`config.mk`:
```
export PLATFORM = sky130hd
export DESIGN_NAME = perceptron_trainer
export DESIGN_NICKNAME = d
export VERILOG_FILES = /design/src/rtl/perceptron_trainer.sv
export SDC_FILE = /design/constraint.sdc
export NUM_CORES = 1
export LEC_CHECK = 0
export ABC_AREA = 1
export BUFFER_PORTS_ARGS = -buffer_cell sky130_fd_sc_hd__buf_2
export CAP_MARGIN = 20
export CORE_MARGIN = 2
export CORE_UTILIZATION = 25
export DETAILED_ROUTE_END_ITERATION = 12
export GPL_ROUTABILITY_DRIVEN = 0
export PLACE_DENSITY_LB_ADDON = 0.15
export SYNTH_ARGS = -nofsm -noshare
export SYNTH_HDL_FRONTEND = slang
export SYNTH_SLANG_ARGS = --single-unit
```
`constraint.sdc`:
```
create_clock -name clk -period 8 [get_ports clk]
set_input_delay 0.8 -clock clk [delete_from_list [all_inputs] [get_ports clk]]
set_output_delay 0.8 -clock clk [all_outputs]
set_load 0.01 [all_outputs]
```
`src/rtl/perceptron_trainer.sv`:
```
// Online perceptron-rule trainer: loads a sample, waits for the perceptron result, and on a miss
// issues one weight update. Define PERCEPTRON_TRAINER_SAT_EN to saturate updated weights instead of wrapping.
module perceptron_trainer #(
  parameter int fp_integer_width = 4,
  parameter int fp_fract_width   = 12,
  parameter int LR_SHIFT         = 2,
  parameter int SETTLE_CYCLES    = 2,
  localparam int fp_width        = fp_integer_width + fp_fract_width
) (
  input  logic                clk,
  input  logic                rst_n,
  input  logic                start,
  input  logic [fp_width-1:0] sample_in1,
  input  logic [fp_width-1:0] sample_in2,
  input  logic                target,
  input  logic                result,
  input  logic [fp_width-1:0] weight1,
  input  logic [fp_width-1:0] weight2,
  input  logic                clear,
  output logic [fp_width-1:0] in1_out,
  output logic [fp_width-1:0] in2_out,
  output logic                in_ld,
  output logic [fp_width-1:0] weight1_new,
  output logic [fp_width-1:0] weight2_new,
  output logic                weight_ld,
  output logic                busy,
  output logic                done,
  output logic                miss,
  output logic [15:0]         sample_count,
  output logic [15:0]         err_count
);

  localparam logic [2:0] ST_IDLE   = 3'd0;
  localparam logic [2:0] ST_LOAD   = 3'd1;
  localparam logic [2:0] ST_SETTLE = 3'd2;
  localparam logic [2:0] ST_EVAL   = 3'd3;
  localparam logic [2:0] ST_UPDATE = 3'd4;
  localparam logic [2:0] ST_DONE   = 3'd5;

  localparam int CNT_W = (SETTLE_CYCLES > 1) ? $clog2(SETTLE_CYCLES) : 1;

  logic [2:0]          state_r;
  logic [CNT_W-1:0]    settle_cnt_r;
  logic                target_r;
  logic                miss_s;
  logic [fp_width-1:0] w1_upd_s;
  logic [fp_width-1:0] w2_upd_s;

  // w +/- (x >>> LR_SHIFT) in one extra bit, then clamped or wrapped back to fp_width
  function automatic logic [fp_width-1:0] update_weight(
    input logic [fp_width-1:0] w,
    input logic [fp_width-1:0] x,
    input logic                add
  );
    logic signed [fp_width:0] wx;
    logic signed [fp_width:0] xx;
    logic signed [fp_width:0] dx;
    logic signed [fp_width:0] sum;
    wx  = {w[fp_width-1], w};
    xx  = {x[fp_width-1], x};
    dx  = xx >>> LR_SHIFT;
    if (add) begin
      sum = wx + dx;
    end else begin
      sum = wx - dx;
    end
`ifdef PERCEPTRON_TRAINER_SAT_EN
    if (sum[fp_width] != sum[fp_width-1]) begin
      if (sum[fp_width]) begin
        return {1'b1, {(fp_width-1){1'b0}}};
      end else begin
        return {1'b0, {(fp_width-1){1'b1}}};
      end
    end else begin
      return sum[fp_width-1:0];
    end
`else
    return sum[fp_width-1:0];
`endif
  endfunction

  // Misclassification flag and candidate weights; target=1 means err=+1 (add), else subtract
  always_comb begin
    miss_s   = (result != target_r);
    w1_upd_s = update_weight(weight1, in1_out, target_r);
    w2_upd_s = update_weight(weight2, in2_out, target_r);
  end

  // Sample sequencing FSM with registered strobes and datapath outputs
  always_ff @(posedge clk or negedge rst_n) begin
    if (!rst_n) begin
      state_r      <= ST_IDLE;
      settle_cnt_r <= {CNT_W{1'b0}};
      target_r     <= 1'b0;
      in1_out      <= {fp_width{1'b0}};
      in2_out      <= {fp_width{1'b0}};
      in_ld        <= 1'b0;
      weight1_new  <= {fp_width{1'b0}};
      weight2_new  <= {fp_width{1'b0}};
      weight_ld    <= 1'b0;
      busy         <= 1'b0;
      done         <= 1'b0;
      miss         <= 1'b0;
    end else begin
      in_ld     <= 1'b0;
      weight_ld <= 1'b0;
      done      <= 1'b0;
      case (state_r)
        ST_IDLE: begin
          if (start) begin
            state_r  <= ST_LOAD;
            in1_out  <= sample_in1;
            in2_out  <= sample_in2;
            target_r <= target;
            in_ld    <= 1'b1;
            busy     <= 1'b1;
          end
        end
        ST_LOAD: begin
          state_r      <= ST_SETTLE;
          settle_cnt_r <= {CNT_W{1'b0}};
        end
        ST_SETTLE: begin
          if (settle_cnt_r == CNT_W'(SETTLE_CYCLES - 1)) begin
            state_r <= ST_EVAL;
          end else begin
            settle_cnt_r <= settle_cnt_r + CNT_W'(1);
          end
        end
        ST_EVAL: begin
          miss <= miss_s;
          if (miss_s) begin
            weight1_new <= w1_upd_s;
            weight2_new <= w2_upd_s;
            weight_ld   <= 1'b1;
            state_r     <= ST_UPDATE;
          end else begin
            done    <= 1'b1;
            state_r <= ST_DONE;
          end
        end
        ST_UPDATE: begin
          done    <= 1'b1;
          state_r <= ST_DONE;
        end
        ST_DONE: begin
          busy    <= 1'b0;
          state_r <= ST_IDLE;
        end
        default: begin
          busy    <= 1'b0;
          state_r <= ST_IDLE;
        end
      endcase
    end
  end

  // Saturating host counters; clear overrides a same-cycle increment
  always_ff @(posedge clk or negedge rst_n) begin
    if (!rst_n) begin
      sample_count <= 16'd0;
      err_count    <= 16'd0;
    end else if (clear) begin
      sample_count <= 16'd0;
      err_count    <= 16'd0;
    end else if (state_r == ST_EVAL) begin
      if (sample_count != 16'hFFFF) begin
        sample_count <= sample_count + 16'd1;
      end
      if (miss_s && (err_count != 16'hFFFF)) begin
        err_count <= err_count + 16'd1;
      end
    end
  end

endmodule

```
==> metrics.yaml <==
outcome: "complete, no violations"
synth_top_flop_cell: "dfrtp_1"
initial_utilization_pct: 25.6
synth_fp_nets: 1055
core_area_um2: 27100
critPathLaunch: "target_r"
fin_nets: 1217
die_w_um: 171
path_buf_inv: 1
finalHoldViolations: 0
clock_sinks: 106
cap_violations: 0
ctsResizeCount: 0
path_delay_family: "compound AO/OA/AOI/OAI gates"
clk_path_buf_depth: 2
cts_hold_buf: 0
drt_wl_total_mm: 21.3
min_period_ns: 3.16
ant_nets: 0
syn_area_um2: 6940
critical_path_arrival_ns: 3.45
critPathMaxStageDelay_ns: 0.79
timing.final.crit_share_pct: 39.5
numCtsBuffers: 9
path_max_fanout: 21
ys_seq_area_share_pct: 38.2
reg2reg_depth: 11
grt_pass1_vias: 6326
postCtsSetupRepairBufs: 0
cts_root_buffer: "clkbuf_16"
clk_pin_slew_ns: 0.08
layout_commonest_cell: "nand2_1"
htree_levels: 3
synth_edf_count: 0
antenna_found_initial: 7
fmax_mhz: 317
drt-wirelength-per-cell_um: 14.3
ys_ff_latch: 106
p_leak_nw: 4.43
reg2reg_to: "weight1_new[8]"
critical_path_required_ns: 8.29
grt_usage_pct: 14.9
cts_tree: "built"
die_h_um: 171
avgSynthCellArea_um2: 7.35
drc_errors: 0
hp-class: "reg -> reg"
fill_cells: 3026
async_flop_share_pct: 100
rsz0062_at_grt: "no"
finalSetupViolations: 0
tightest_slew_ns: 0.812
path_depth: 11
die_area_um2: 29100
yosysWarnings: 0
syn-instance-count: 943
crit_chain: "inv_1 > nand2_1 > o21ai_0 > fa_1 > nand3_1 > nand2_1 > a21boi_0 > o21ai_0 > a21oi_1 > o21ai_0 > nand2_1"
r2r_start: "target_r"
fin_worst_skew_ns: 0.0104
vias: 6503
drtPass1Iterations: 4
portBuffers: 170
clock_latency_ns: 0.36
cp-start-kind: "flop"
cp-endpoint: "weight1_new[8]"
routed_via_density: 4.38
rows: 60
area_growth_pct: 22.2
maxSlewHeadroom_pct: 45.8
overflow: 0
dp_hpwl_mm: 16.3
crit_path_top_delay_cell: "dfrtp_1"
yosysUniqueCellTypes: 40
drv_slew: 0
grt_pass1_wl_mm: 34.1
critPathKind: "reg -> reg"
grt_max_degree: 57
fin_hold_ws_ns: 0.478
reg2reg_setup_slack_ns: 4.84
num_io_pins: 171
ir_worst_vdd_mv: 0.137
dr.first_iter.drc_count: 302
layout_common_cells: "308 x nand2_1, 169 x buf_2, 106 x dfrtp_1"
power.density_nw_per_um2: 427
cp-end-kind: "flop"
drive_above_1_share_pct: 19.0
setup_tns_ns: 0
power breakdown:
part | switching (W) | internal (W)
Sequential | 0.000167 | 0.000718
Clock | 0.000227 | 0.000254
Combinational | 0.00142 | 0.000834
sequential cells by signal (all words and copies together) (netlist names), 3 cells and up:
| register | count |
|---|---|
| weight2_new | 16 |
| in2_out | 16 |
| weight1_new | 16 |
| in1_out | 16 |
| state_r | 3 |
| err_count | 16 |
| sample_count | 16 |
how the worst min path moves through the flow:
stage	from	endpoint	slack, ns	depth (start not counted)
finish	miss	miss	0.48	2
global route	weight2_new[0]	weight2_new[0]	0.50	2
CTS	weight2_new[1]	weight2_new[1]	0.48	2
detailed placement	weight2_new[1]	weight2_new[1]	0.46	2
global placement	weight2_new[0]	weight2_new[0]	0.45	2
floorplan	settle_cnt_r	settle_cnt_r	0.44	2
area by class of cell:
class	count	area, um2	area share (%)
Antenna cell	2	5.00	0.0590
Clock buffer	11	243	2.86
Clock inverter	5	61.3	0.723
Inverter	88	335	3.96
Multi-Input combinational cell	728	3850	45.4
Sequential cell	106	2650	31.3
Tap cell	372	465	5.49
Timing Repair Buffer	172	868	10.2
worst reg2reg max path: cells and delay by family (launching register included):
kind / cells / cell delay (ns)
AOI/OAI and AO/OA: 5 / 0.99
adders and majority gates: 1 / 0.47
buffers and inverters: 1 / 0.44
DFF: 1 / 0.79
and+or+nand+nor: 4 / 0.40
cell usage after synthesis (all sizes together), types with 4 or more instances:
library cell / instances / share of area, %
clkbuf: 10 / 0.54
nand3b: 4 / 0.43
dfrtp: 106 / 38
o21ai: 66 / 4.8
nor2: 88 / 5.1
nand4: 9 / 0.81
a21oi: 37 / 2.7
xnor2: 19 / 2.4
o31ai: 7 / 0.76
nand3: 67 / 4.8
xor2: 37 / 4.7
nand2: 313 / 17
ha: 40 / 7.2
inv: 86 / 4.7
nor3: 17 / 1.6
or2: 8 / 0.72
buf: 11 / 0.92
through the flow:
step | instance area [um2] | instances | worst slack (ns) | util (%) | power (W)
detailed placement | 8170 | 1466 | 4.84 | 30.1 | 0.00317
CTS | 8470 | 1482 | 4.80 | 31.3 | 0.00367
global route | 8470 | 1483 | 4.47 | 31.3 | 0.00403
finish | 8480 | 1484 | 4.84 | 31.3 | 0.00362
floorplan | 6940 | 943 | 5.42 | - | 0.00247
global placement | 8170 | 1466 | 4.87 | 30.1 | 0.00316
cell families after synthesis:
| group | Yosys count | synth area share [%] |
|---|---|---|
| AO/OA/AOI/OAI | 124 | 9.80 |
| buffers and inverters | 109 | 6.30 |
| flip-flops | 106 | 38.2 |
| adder cells (fa/ha/maj) | 42 | 7.79 |
| XOR/XNOR | 56 | 7.07 |
| AND/OR/NAND/NOR | 506 | 30.8 |
metal layers:
metal  vias to the layer above  track usage, %  wire (um)
met2                       183            22.7       8960
met1                      2912            20.7      10500
met5                         -               0         65
li1                       3373               -          -
met3                        25            4.42       1500
met4                        10            3.60        245
No activity file was read; power rests on OpenSTA's default activity.
